## config.mk

```make
export PLATFORM = sky130hd
export DESIGN_NAME = register_bank
export DESIGN_NICKNAME = d
export VERILOG_FILES = /design/src/rtl/register_bank.sv
export SDC_FILE = /design/constraint.sdc
export NUM_CORES = 2
export LEC_CHECK = 0
export ABC_AREA = 1
export CORE_UTILIZATION = 30
export DETAILED_ROUTE_END_ITERATION = 7
export SYNTH_ARGS = -nofsm -noshare
export SYNTH_HDL_FRONTEND = slang
export SYNTH_SLANG_ARGS = --single-unit
```

## constraint.sdc

```tcl
create_clock -name clock -period 75.4 [get_ports clock]
set_clock_uncertainty 0.15 [all_clocks]
set_input_delay 15.08 -clock clock [delete_from_list [all_inputs] [get_ports clock]]
set_output_delay 15.08 -clock clock [all_outputs]
set_load 0.02 [all_outputs]
```

## src/rtl/register_bank.sv

```systemverilog
// register_bank
//   MIPS-style register file with two combinational read ports and one write
//   port (write-first forwarding), register 0 hardwired to zero, a
//   synchronised user-input register, a registered display mirror and a
//   handshaked scan engine that streams every register out, one beat each.
//
// Ports
//   clock, reset                 : rising-edge clock, async active-high reset
//   readRegister1/2, readData1/2 : combinational read ports
//   writeRegister, RegWrite,
//   writeData                    : write port
//   user_number                  : asynchronous switches -> regfile[INPUT_REG]
//   toDisplay                    : registered copy of regfile[DISPLAY_REG]
//   scan_start                   : request a full dump (honoured in IDLE only)
//   scan_ready                   : consumer accepts the current beat
//   scan_valid, scan_index,
//   scan_data, scan_busy         : scan beat outputs and status
module register_bank #(
    parameter int DATA_WIDTH  = 32,
    parameter int ADDR_WIDTH  = 5,
    parameter int USER_WIDTH  = 6,
    parameter int INPUT_REG   = 30,
    parameter int DISPLAY_REG = 31
) (
    input  logic                  clock,
    input  logic                  reset,
    input  logic [ADDR_WIDTH-1:0] readRegister1,
    input  logic [ADDR_WIDTH-1:0] readRegister2,
    input  logic [ADDR_WIDTH-1:0] writeRegister,
    input  logic                  RegWrite,
    input  logic [DATA_WIDTH-1:0] writeData,
    output logic [DATA_WIDTH-1:0] readData1,
    output logic [DATA_WIDTH-1:0] readData2,
    input  logic [USER_WIDTH-1:0] user_number,
    output logic [DATA_WIDTH-1:0] toDisplay,
    input  logic                  scan_start,
    input  logic                  scan_ready,
    output logic                  scan_valid,
    output logic [ADDR_WIDTH-1:0] scan_index,
    output logic [DATA_WIDTH-1:0] scan_data,
    output logic                  scan_busy
);

    localparam int DEPTH = 2 ** ADDR_WIDTH;
    localparam logic [ADDR_WIDTH-1:0] IN_IDX   = ADDR_WIDTH'(INPUT_REG);
    localparam logic [ADDR_WIDTH-1:0] DISP_IDX = ADDR_WIDTH'(DISPLAY_REG);
    localparam logic [ADDR_WIDTH-1:0] LAST_IDX = {ADDR_WIDTH{1'b1}};

    typedef enum logic [1:0] {S_IDLE, S_LOAD, S_SEND} state_t;

    logic [DATA_WIDTH-1:0] regfile_q [DEPTH];
    logic [USER_WIDTH-1:0] sync1_q, sync2_q;
    logic [DATA_WIDTH-1:0] toDisplay_q, toDisplay_d;
    logic [DATA_WIDTH-1:0] user_ext;
    logic                  wr_en;

    state_t                state_q, state_d;
    logic [ADDR_WIDTH-1:0] idx_q, idx_d;
    logic [ADDR_WIDTH-1:0] scan_index_q, scan_index_d;
    logic [DATA_WIDTH-1:0] scan_data_q, scan_data_d;

    // The input register is owned by the synchroniser, so CPU writes to it
    // are dropped along with writes to register 0.
    assign wr_en    = RegWrite && (writeRegister != '0) && (writeRegister != IN_IDX);
    assign user_ext = DATA_WIDTH'(sync2_q);

    // Forwarding also covers the wr_en exclusions: no bypass for r0 or INPUT_REG.
    always_comb begin
        readData1 = regfile_q[readRegister1];
        if (readRegister1 == '0)
            readData1 = '0;
        else if (wr_en && readRegister1 == writeRegister)
            readData1 = writeData;
    end

    always_comb begin
        readData2 = regfile_q[readRegister2];
        if (readRegister2 == '0)
            readData2 = '0;
        else if (wr_en && readRegister2 == writeRegister)
            readData2 = writeData;
    end

    // Display tracks the register's next-state so it never lags the file.
    assign toDisplay_d = (wr_en && writeRegister == DISP_IDX) ? writeData
                                                              : regfile_q[DISP_IDX];

    always_ff @(posedge clock or posedge reset) begin
        if (reset) begin
            for (int i = 0; i < DEPTH; i++) regfile_q[i] <= '0;
            sync1_q     <= '0;
            sync2_q     <= '0;
            toDisplay_q <= '0;
        end else begin
            sync1_q     <= user_number;
            sync2_q     <= sync1_q;
            toDisplay_q <= toDisplay_d;
            if (wr_en) regfile_q[writeRegister] <= writeData;
            regfile_q[IN_IDX] <= user_ext;
        end
    end

    assign toDisplay  = toDisplay_q;
    assign scan_index = scan_index_q;
    assign scan_data  = scan_data_q;

    // Scan engine. LOAD samples the stored value (pre-write), SEND holds the
    // beat until accepted. idx stops at the last address instead of wrapping.
    always_comb begin
        state_d      = state_q;
        idx_d        = idx_q;
        scan_index_d = scan_index_q;
        scan_data_d  = scan_data_q;
        scan_valid   = 1'b0;
        scan_busy    = 1'b0;
        case (state_q)
            S_IDLE: begin
                if (scan_start) begin
                    idx_d   = '0;
                    state_d = S_LOAD;
                end
            end
            S_LOAD: begin
                scan_busy    = 1'b1;
                scan_data_d  = regfile_q[idx_q];
                scan_index_d = idx_q;
                state_d      = S_SEND;
            end
            S_SEND: begin
                scan_busy  = 1'b1;
                scan_valid = 1'b1;
                if (scan_ready) begin
                    if (idx_q == LAST_IDX) begin
                        state_d = S_IDLE;
                    end else begin
                        idx_d   = idx_q + 1'b1;
                        state_d = S_LOAD;
                    end
                end
            end
            default: state_d = S_IDLE;
        endcase
    end

    always_ff @(posedge clock or posedge reset) begin
        if (reset) begin
            state_q      <= S_IDLE;
            idx_q        <= '0;
            scan_index_q <= '0;
            scan_data_q  <= '0;
        end else begin
            state_q      <= state_d;
            idx_q        <= idx_d;
            scan_index_q <= scan_index_d;
            scan_data_q  <= scan_data_d;
        end
    end

endmodule

```

# After elaboration in Yosys (flattened, before gate mapping)
# Index checks and enable logic that the tools add are counted.
[op_classes]
n_addsub = 1
n_lt_le_gt_ge = 5
n_eq_ne = 10
n_mux = 27
n_bitwise = 4
n_reduce_logical = 14
[op_table]
columns = ["operator", "count"]
rows = [
  ["$bwmux W1024", 1],
  ["$bmux W32 S5", 3],
  ["$mux W32", 12],
  ["$demux W32 S5", 1],
  ["$ge A6 B6 Y1 const B", 4],
  ["$not A5 Y6", 4],
  ["$mux W5", 3],
  ["$eq A5 B5 Y1", 2],
  ["$eq A5 B5 Y1 const B", 2],
  ["$logic_not A5 Y1", 2],
  ["$pmux W5 S2", 1],
  ["$logic_and A1 B1 Y1", 6],
  ["$lt A6 B1 Y1 const B", 1],
  ["$ne A2 B2 Y1 const B", 3],
  ["$pmux W2 S3", 1],
  ["$add A5 B1 Y5 const B", 1],
  ["$ne A5 B5 Y1 const B", 1],
  ["$reduce_bool A5 Y1", 1],
  ["$mux W2", 2],
  ["$reduce_and A4 Y1", 1],
  ["$mux W1", 3],
  ["$eq A2 B1 Y1 const B", 1],
  ["$eq A2 B2 Y1 const B", 1],
  ["$logic_not A2 Y1", 1],
  ["other kinds (3)", 3],
]
[word_totals]
register_bits = 1086
inputBits = 58
output_inout_bits = 135
word_cells = 100

# Longest topological paths before layout
[depth]
depth_word = 6
depth_mapped = 14

# Worst setup path before layout
# Ideal clock, no wire load.
[synth_timing]
kind = "input-to-output"
from = "input port writeRegister[2]"
to = "output port readData1[24]"
t_arrival_ns = 16.570
required_time_ns = 60.170
slack_ns = 43.600
path_stages = 7
path_buffers = 2
cell_sequence = "buf_2 nor3_2 a21oi_4 nand2_2 buf_1 o21ai_0 nor2_1"
[synth_between]
elab_chain_cells = 6
elab_cells_between_ends = 8
[synth_rtl]
columns = ["item", "line_no", "source"]
rows = [
  ["start: declaration", "29", "input logic [ADDR_WIDTH-1:0] writeRegister,"],
  ["$reduce_bool A5 Y1", "64", "assign wr_en = RegWrite && (writeRegister != '0) && (writeRegister != IN_IDX);"],
  ["$logic_and A1 B1 Y1 (2 in series)", "64", ""],
  ["$logic_and A1 B1 Y1 (*)", "72", "else if (wr_en && readRegister1 == writeRegister)"],
  ["$mux W32 (*)", "72", ""],
  ["$mux W32 (*)", "70", "if (readRegister1 == '0)"],
  ["end: declaration", "32", "output logic [DATA_WIDTH-1:0] readData1,"],
]
# Mark *: on every way between the ends. The rest lies on a longest branch, timed or not.

# Worst setup path after layout
[layout_timing]
from = "input port readRegister1[0]"
to = "output port readData1[10]"
[layout_between]
elab_chain_cells = 6
elab_cells_between_ends = 9
[layout_rtl]
columns = ["item", "line_no", "source"]
rows = [
  ["start: declaration", "27", "input logic [ADDR_WIDTH-1:0] readRegister1,"],
  ["$not A5 Y6 (implied by the code)", "69", "readData1 = regfile_q[readRegister1];"],
  ["$bmux W32 S5", "69", ""],
  ["$mux W32 (implied by the code) (2 in series)", "69", ""],
  ["$mux W32", "72", ""],
  ["$mux W32 (*)", "70", ""],
]
# Mark *: on every way between the ends. The rest lies on a longest branch, timed or not. The select of a mux whose other input is x is not followed.

==> metrics.csv <==
stage,metric,value,unit
status,status,"complete, no violations",
drt,initial drt markers,13227,
yosys,synthesized area,0.0681,mm²
yosys,Most used DFF post-synth,dfrtp_1,
yosys,#FFs+latches synth,1086,
place,I/O Buffers,192,
yosys,"EDFF count, synth",0,
clock_tree,H-tree depth,3,
clock_tree,CTS buffer count,121,
sta,Fin Hold WS,0.193,ns
setup_path,CP Capture Type,output pin,
sta,"Period Utilization, post-route",46.3,%
final_layout,Util after Layout,33.6,%
clock_tree,CTS Buffer Depth,3,
drt,DR WL/cell,26.4,µm
global_route,largest net degree at the start of global routing,182,
pwr,Pleak,33.2,nW
global_route,first-pass GRT wire length,490,mm
setup_path,CP max FO,92,
setup_path,Worst EP arrival,19.66,ns
hold_path,worst hold path class,reg -> reg,
clock_tree,number of post-CTS setup repair buffers,0,
setup_path,Setup crit start kind,input port,
drt,Final ANT Viol Nets,0,
drt,first drt pass iteration count,7,
sta,RSZ-0062 raised after global routing,false,
drt,residual DRC count,0,
clock_tree,CTS tree,yes,
sta,setup TNS,0,ns
pwr,maximum vdd drop,0.0256,mV
drt,Total Routed Length,341,mm
clock_tree,post-CTS resize count,0,
sta,f_max,28.7,MHz
floorplan,Top Ports,193,
yosys,top post-synthesis cells by area,"dfrtp_1 (40%), nand2_1 (16%), nand3_1 (13%)",
global_route,Total GRT Usage,28.7,%
clock_tree,hold_buf cts,0,
yosys,"area leader, netlist",dfrtp_1,
clock_tree,root buf cell,clkbuf_16,
sta,relative slew slack,9.40,%
floorplan,Die Ht,479,µm
floorplan,Core Box Area,0.225,mm²
yosys,Avg Synthesized Cell Area,6.62,µm²
sta,Period minus WS final,34.89,ns
sta,final hold vios,0,
job,max cap viols,0,
clock_tree,worst-skew pair later-pin latency,0.80,ns
sta,setup violators final,0,
floorplan,Initial Utilization,30.2,%
global_route,initial antenna violation count,28,
setup_path,WS Path Type,in -> out,
drt,vias,75658,
final_layout,Synth-to-Final Area Change,11.0,%
sta,final worst slack,40.51,ns
global_route,vias in the first global route,67898,
sta,Final Max Slew Viols,0,
floorplan,Site Rows,174,
pwr,Cell Pwr Density,28.9,mW/mm²
floorplan,full die area,0.229,mm²
clock_tree,clk sink count,1086,
global_route,"Remaining Overflow, GRT",0,
final_layout,ratio of cells with drive above 1 in the final layout,4.30,%
final_layout,Final #Nets,9858,
yosys,asr flop ratio synth,100,%
yosys,Netlist cell types,34,
yosys,post-synthesis sequential area ratio,39.9,%
floorplan,DIE WIDTH,479,µm
clock_tree,clock-pin slew on the worst setup and hold paths,0.06,ns
place,pre-CTS WS,40.73,ns
yosys,Syn Inst Count,10292,
yosys,Yosys warnings,0,
place,RePlAce Congestion,0.889,
yosys,Syn Nets,10357,
place,DPL Wire Length,183,mm
yosys,share of the synthesized area in the top cell type,39.9,%
drt,Vias/cell,5.87,
sta,Worst-Margin Slew,1.36,ns
setup_path,WP data required,60.17,ns
-- worst max-delay path, stage by stage --
cell,delay [ns]
buf_8,0.16
inv_8,0.62
buf_4,0.75
nand2_2,0.94
o21ai_0,0.41
o21ai_0,0.14
nor2_1,0.16
nor2_1,0.07
nor2_1,0.44
clkdlybuf4s50_1,0.71
-- area by class of cell --
type,count,area (µm²)
diodes,17,42.5
clock buffers,175,3480
clock inverters,45,597
fillers,24405,150000
inverters,564,2190
multi-input cells,7685,35300
flip-flops and latches,1086,27200
well taps,2992,3740
repair buffers,335,3150
-- state kept, by name, indices dropped and copies added, names as in the netlist --
signal / cells
scan_data: 32
scan_index: 5
state_q: 2
toDisplay: 32
idx_q: 5
sync2_q: 6
sync1_q: 6
regfile_q: 998
-- final timing paths --
kind	startpoint	to	slack, ns	cells after the start
min reg2reg	sync2_q[5]$_DFF_PP0_	regfile_q[37]$_DFF_PP0_	0.19	0
max in group asynchronous	reset	regfile_q[367]$_DFFE_PP0P_	56.70	6
max reg2reg	idx_q[0]$_DFFE_PP0P_	idx_q[3]$_DFFE_PP0P_	71.51	12
max	readRegister1[0]	readData1[10]	40.51	10
min	sync2_q[5]$_DFF_PP0_	regfile_q[37]$_DFF_PP0_	0.19	0
min in group asynchronous	reset	toDisplay[29]$_DFF_PP0_	14.64	2
-- cell usage in the layout, fill, tap and decap left out, types with 3 or more instances in the layout --
master	Yosys	final
a21oi_1	335	335
a31oi_1	5	5
buf_12	0	12
buf_4	3	135
buf_8	0	4
bufinv_16	0	10
clkbuf_1	638	30
clkbuf_16	0	122
clkbuf_8	0	23
clkdlybuf4s50_1	0	182
clkinv_2	0	23
clkinv_4	0	4
clkinvlp_4	0	4
dfrtp_1	1086	1082
dfrtp_4	0	4
diode_2	0	17
ha_1	7	7
inv_1	552	539
inv_16	0	3
inv_2	8	11
inv_8	0	8
nand2_1	2886	2868
nand2_2	6	6
nand2_4	0	18
nand3_1	1815	1813
nand3_4	0	5
nand3b_1	5	5
nor2_1	793	783
nor2_4	0	15
nor3_2	4	4
o2111ai_1	43	43
o211ai_1	297	297
o21ai_0	1447	1445
o21ai_1	14	16
xnor2_1	8	8
-- through the flow --
step / area [µm²] / std cells / power (W)
after global routing: 75600 / 12893 / 0.00229
after global placement: 71500 / 12662 / 0.00153
after CTS: 75600 / 12882 / 0.00216
after floorplan: 68100 / 10292 / 0.00128
after detailed placement: 71500 / 12662 / 0.00153
final: 75600 / 12899 / 0.00219
-- Yosys cell counts (all sizes together) (4+ instances only) --
cell type / instances
o2111ai: 43
nand3b: 5
clkbuf: 638
nor2: 799
o211ai: 297
dfrtp: 1086
nor3: 5
o21ai: 1462
clkinv: 4
ha: 7
buf: 319
inv: 560
nand2: 2892
a31oi: 5
nand3: 1819
xnor2: 8
a21oi: 336
-- logic make-up after synthesis --
kind of cell,after synthesis,synth area share (%)
AND/OR/NAND/NOR,5523,33.9
AO/OA/AOI/OAI,2146,17.1
buffers and inverters,1521,8.80
flip-flops,1086,39.9
XOR/XNOR,9,0.116
adder cells (fa/ha/maj),7,0.129
-- routing by layer --
metal  part of all wire, %  routed length [µm]  global-route usage, %  up-vias
met5                 0.029                  98                      0        -
li1                      -                   -                      -    33038
met4                   6.2               21200                   15.7       14
met3                    15               49600                   8.75     1153
met1                    38              131000                   38.5    35416
met2                    41              139000                   41.0     6037
-- where the power goes --
group	total [W]	internal [W]	switching [W]
clock network	0.000631	0.000355	0.000276
registers	0.000825	0.000701	0.000125
logic	0.000733	0.000228	0.000505
Note: power is estimated with default switching activity, not from simulation.
